[src/rtl/mux4_rr_arbiter.sv]
// mux4_rr_arbiter: round-robin arbiter driving a registered 4:1 mux with bounded hold time.
// Define ARB_PARK_EN to park the select on the last granted index while idle.
module mux4_rr_arbiter #(
  parameter int DW       = 3,
  parameter int MAX_HOLD = 4
) (
  input  logic          clock,
  input  logic          reset,
  input  logic [3:0]    req,
  input  logic [DW-1:0] i0,
  input  logic [DW-1:0] i1,
  input  logic [DW-1:0] i2,
  input  logic [DW-1:0] i3,
  output logic [3:0]    gnt,
  output logic          s1,
  output logic          s0,
  output logic [DW-1:0] out,
  output logic          valid
);
  typedef enum logic {IDLE, GRANT} state_t;
  state_t        state_q, state_d;
  logic [3:0]    gnt_q, gnt_d;
  logic [1:0]    sel_q, sel_d, last_q, last_d, pick, park;
  logic [7:0]    hold_q, hold_d;
  logic [DW-1:0] out_q, out_d;
  logic          valid_q, valid_d, others, grant_new, go_idle;
`ifdef ARB_PARK_EN
  assign park = last_q;
`else
  assign park = 2'd0;
`endif
  assign others = |(req & ~(4'b0001 << last_q));
  always_comb begin
    pick = last_q;
    for (int k = 4; k >= 1; k--)
      if (req[last_q + 2'(k)]) pick = last_q + 2'(k);
  end
  always_comb begin
    state_d   = state_q;
    gnt_d     = gnt_q;
    sel_d     = sel_q;
    last_d    = last_q;
    hold_d    = hold_q;
    grant_new = 1'b0;
    go_idle   = 1'b0;
    if (state_q == IDLE) grant_new = |req;
    else if (!req[last_q]) begin
      grant_new = others;
      go_idle   = !others;
    end else if (hold_q == 8'(MAX_HOLD)) grant_new = others;
    else hold_d = hold_q + 8'd1;
    if (grant_new) begin
      state_d = GRANT;
      gnt_d   = 4'b0001 << pick;
      sel_d   = pick;
      last_d  = pick;
      hold_d  = 8'd1;
    end
    if (go_idle) begin
      state_d = IDLE;
      gnt_d   = 4'b0000;
      sel_d   = park;
      hold_d  = 8'd0;
    end
    out_d   = sel_q == 2'd0 ? i0 : sel_q == 2'd1 ? i1 : sel_q == 2'd2 ? i2 : i3;
    valid_d = |gnt_q;
  end
  always_ff @(posedge clock) begin
    if (reset) begin
      state_q <= IDLE;
      gnt_q   <= 4'b0000;
      sel_q   <= 2'd0;
      last_q  <= 2'd3;
      hold_q  <= 8'd0;
      out_q   <= '0;
      valid_q <= 1'b0;
    end else begin
      state_q <= state_d;
      gnt_q   <= gnt_d;
      sel_q   <= sel_d;
      last_q  <= last_d;
      hold_q  <= hold_d;
      out_q   <= out_d;
      valid_q <= valid_d;
    end
  end
  assign gnt   = gnt_q;
  assign s1    = sel_q[1];
  assign s0    = sel_q[0];
  assign out   = out_q;
  assign valid = valid_q;
endmodule
[config.mk]
export PLATFORM = sky130hd
export DESIGN_NAME = mux4_rr_arbiter
export DESIGN_NICKNAME = d
export VERILOG_FILES = /design/src/rtl/mux4_rr_arbiter.sv
export SDC_FILE = /design/constraint.sdc
export NUM_CORES = 1
export LEC_CHECK = 0
export ABC_CLOCK_PERIOD_IN_PS = 6200
export CAP_MARGIN = 20
export CORE_MARGIN = 2
export CORE_UTILIZATION = 54
export CTS_CLUSTER_DIAMETER = 60
export DETAILED_ROUTE_END_ITERATION = 10
export PLACE_DENSITY = 0.84
export SYNTH_ARGS = -nofsm -noshare
export SYNTH_HDL_FRONTEND = slang
export SYNTH_SLANG_ARGS = --single-unit
[constraint.sdc]
create_clock -name clock -period 6.2 [get_ports clock]
set_input_delay 0.62 -clock clock [delete_from_list [all_inputs] [get_ports clock]]
set_output_delay 0.62 -clock clock [all_outputs]
set_load 0.05 [all_outputs]
==> insert_results.sql <==
INSERT INTO impl_metrics (metric_group, metric, value, unit) VALUES
('synthesis', 'compound_cell_area_share_of_the_yosys_netlist', '25.2', '%'),
('global_route', 'grt_remaining_overflow', '0', ''),
('status', 'outcome', 'finished clean', ''),
('pwr', 'p_per_area', '327', 'nW/um^2'),
('timing', 'finalWorstPathRequiredPeriod', '2470', 'ps'),
('timing', 'clock-skew-final', '1.80', 'ps'),
('die', 'core_region_area', '2250', 'sq um'),
('worst_setup_path', 'worstPathArrival', '2720', 'ps'),
('timing', 'unrepaired_setup_endpoints_after_global_routing', 'no', ''),
('worst_setup_path', 'timing.critical_path.fanout_max', '11', ''),
('synthesis', 'synth.ff_latch_count', '21', ''),
('synthesis', 'number_of_synthesized_flops_with_an_enable_pin', '0', ''),
('synthesis', 'seq_area_frac_synth', '31.9', '%'),
('synthesis', 'post_synth_num_cell_types', '42', ''),
('timing', 'setup_total_negative_slack', '0', 'ps'),
('worst_setup_path', 'r2r_setup_slack', '3770', 'ps'),
('clocking', 'cts_buffer_depth', '2', ''),
('worst_hold_path', 'holdCritPathClass', 'flop to flop', ''),
('synthesis', 'syn_nets', '164', ''),
('synthesis', 'synth_cells', '140', ''),
('cells_and_area', 'synthesis_to_finish_area_growth', '22.3', '%'),
('worst_setup_path', 'crit-reg2reg-capture', 'gnt[1]', ''),
('place', 'dp_hpwl', '2120', 'microns'),
('timing', 'maxSlewViolCount', '0', ''),
('synthesis', 'xor_and_xnor_fraction_of_the_mapped_netlist_area', '0', '%'),
('place', 'gp_congestion', '0.779', ''),
('die', 'starting_density_of_the_core', '58.4', '%'),
('global_route', 'first_global_vias', '955', ''),
('pwr', 'vdd_drop_max', '0.205', 'mV'),
('worst_setup_path', 'cp.required', '6440', 'ps'),
('worst_setup_path', 'startpoint', 'req[2]', ''),
('worst_setup_path', 'crit_path_top_delay_cell', 'mux4_2', ''),
('drt', 'pre_repair_dr_iteration_count', '5', ''),
('synthesis', 'fraction_of_synthesized_area_in_multiplexers', '9.12', '%'),
('cells_and_area', 'finalNetCount', '191', ''),
('cells_and_area', 'drive_gt1_share', '12.0', '%'),
('synthesis', 'async_reset_ff_share', '0', '%'),
('clocking', 'cts-buffers-inserted', '3', ''),
('clocking', 'clock-root-buffer', 'clkbuf_4', ''),
('synthesis', 'synth-warning-count', '0', ''),
('synthesis', 'synthSimpleGateAreaFrac', '22.7', '%'),
('worst_setup_path', 'worst-setup-path-type', 'input pin to flop', ''),
('drt', 'drt-total-wl', '2710', 'microns'),
('worst_setup_path', 'critical_path.endpoint_type', 'flop', ''),
('die', 'chipWidth', '53.4', 'microns'),
('flow_run', 'timing.max_cap.violations', '0', ''),
('clocking', 'cts_tree', 'yes', ''),
('clocking', 'htree_levels', '1', ''),
('clocking', 'cts_resized', '0', ''),
('timing', 'timing.slew.headroom', '55.4', '%'),
('timing', 'final_min_period_over_clock_period', '39.9', '%'),
('drt', 'number_of_nets_with_antenna_violations_after_routing', '0', ''),
('synthesis', 'dominant_combinational_cell_family_by_area_after_synthesis', 'compound AO/OA/AOI/OAI gates', ''),
('timing', 'fin_hold_ws', '523', 'ps'),
('drt', 'route.detailed.drc', '0', ''),
('worst_setup_path', 'r2r_start', 'last_q[1]', ''),
('pwr', 'power.leakage', '0.620', 'nW'),
('die', 'fp-row-count', '17', ''),
('worst_setup_path', 'crit_path_max_incr_delay', '590', 'ps'),
('drt', 'iteration_0_drc_count_of_the_detailed_router', '37', ''),
('synthesis', 'post_synth_fa_ha_maj_area_fraction', '5.70', '%'),
('global_route', 'gr-usage-all-layers', '20.0', '%'),
('die', 'die-area', '2850', 'sq um'),
('global_route', 'maximum_number_of_pins_on_one_net_before_global_route_repair', '16', ''),
('worst_setup_path', 'crit_path_cell_trace', 'clkdlybuf4s50_1 > mux4_2 > o311ai_4 > o211ai_4 > nor2b_2 > a22oi_1 > nor2_1', ''),
('cells_and_area', 'final_core_utilization', '71.5', '%'),
('clocking', 'post_cts_hold_buffer_count', '0', ''),
('timing', 'timing_worst_slew_pin_value', '669', 'ps'),
('clocking', 'clkSinkCount', '21', ''),
('die', 'die_y', '53.4', 'microns'),
('timing', 'max_freq', '0.404', 'GHz');
layer usage:
layer / vias to the layer above / global-route usage (%) / wire [microns]
met3: 2 / 3.39 / 91
met1: 548 / 24.7 / 1200
met5: - / 0 / 0
li1: 567 / - / -
met2: 28 / 34.2 / 1390
met4: 0 / 7.69 / 23
through the flow:
| stage | area, sq um | power [mW] | setup WS [ps] | cells |
|---|---|---|---|---|
| after detailed placement | 1590 | 0.464 | 3400 | 190 |
| after CTS | 1610 | 0.531 | 3750 | 194 |
| after floorplan | 1320 | 0.399 | 4180 | 140 |
| after global placement | 1590 | 0.457 | 3520 | 190 |
| final | 1610 | 0.527 | 3730 | 194 |
| after global routing | 1610 | 0.559 | 3600 | 194 |
cell usage in the layout, fill, tap and decap left out, types with 2 or more instances in the layout:
cell             Yosys  final
clkdlybuf4s50_1      0     27
dfxtp_1             21     21
nor2_1              15     15
a21oi_1             12     12
o21ai_0              9      9
inv_1                8      8
ha_1                 6      6
and3_1               5      5
nand3b_1             5      5
a22oi_1              5      5
nand2b_1             4      4
mux4_2               4      4
nand2_1              4      4
and2_1               4      4
mux2i_1              3      3
clkbuf_4             0      3
nor4_1               2      2
nor3_1               2      2
nand3_1              2      2
nor2b_1              2      2
synth_stat cells, drive strengths merged (4+ instances only):
cell / instances / area share (%)
a21oi: 12 / 4.6
a22oi: 6 / 3.8
and2: 4 / 1.9
and3: 5 / 2.4
buf: 5 / 2.8
dfxtp: 21 / 32
ha: 6 / 5.7
inv: 9 / 2.6
mux4: 4 / 6.8
nand2: 4 / 1.1
nand2b: 4 / 1.9
nand3b: 5 / 2.8
nor2: 16 / 5.1
o21ai: 11 / 4.5
sequential cells by signal (all words and copies together) (netlist names):
| signal | count |
|---|---|
| last_q | 2 |
| sel_q | 2 |
| gnt | 4 |
| valid | 1 |
| hold_q | 8 |
| out | 3 |
| state_q | 1 |
where the power goes:
group	switching (mW)	total, mW	internal [mW]
clock network	0.0404	0.0655	0.0251
registers	0.0291	0.188	0.158
logic	0.160	0.274	0.115
worst min-delay path by stage:
stage	start	cells after the start	slack (ps)	endpoint
after floorplan	hold_q[6]	2	470	hold_q[6]
after global placement	gnt[2]	2	490	valid
after detailed placement	gnt[2]	2	500	valid
after CTS	gnt[2]	2	530	valid
after global routing	gnt[2]	2	560	valid
final	gnt[2]	2	520	valid
logic make-up (layout without fill, tap and decap cells):
group                      after synthesis  in the layout
AOI/OAI and AO/OA                       40             40
adders and majority gates                6              6
DFF                                     21             21
buffers and inverters                   14             40
muxes                                    7              7
and+or+nand+nor                         52             52
worst max-delay path, delay by kind of cell:
family | cells | cell delay (ps)
mux | 1 | 590
buf+inv | 1 | 570
compound gates | 3 | 540
simple gates | 2 | 390
layout make-up:
cell class / count / area, sq um
clock buffers: 4 / 26.3
repair buffers: 27 / 270
well taps: 28 / 35.0
fillers: 184 / 643
inverters: 9 / 33.8
multi-input cells: 105 / 826
flip-flops and latches: 21 / 420
(Power assumes the default switching activity.)
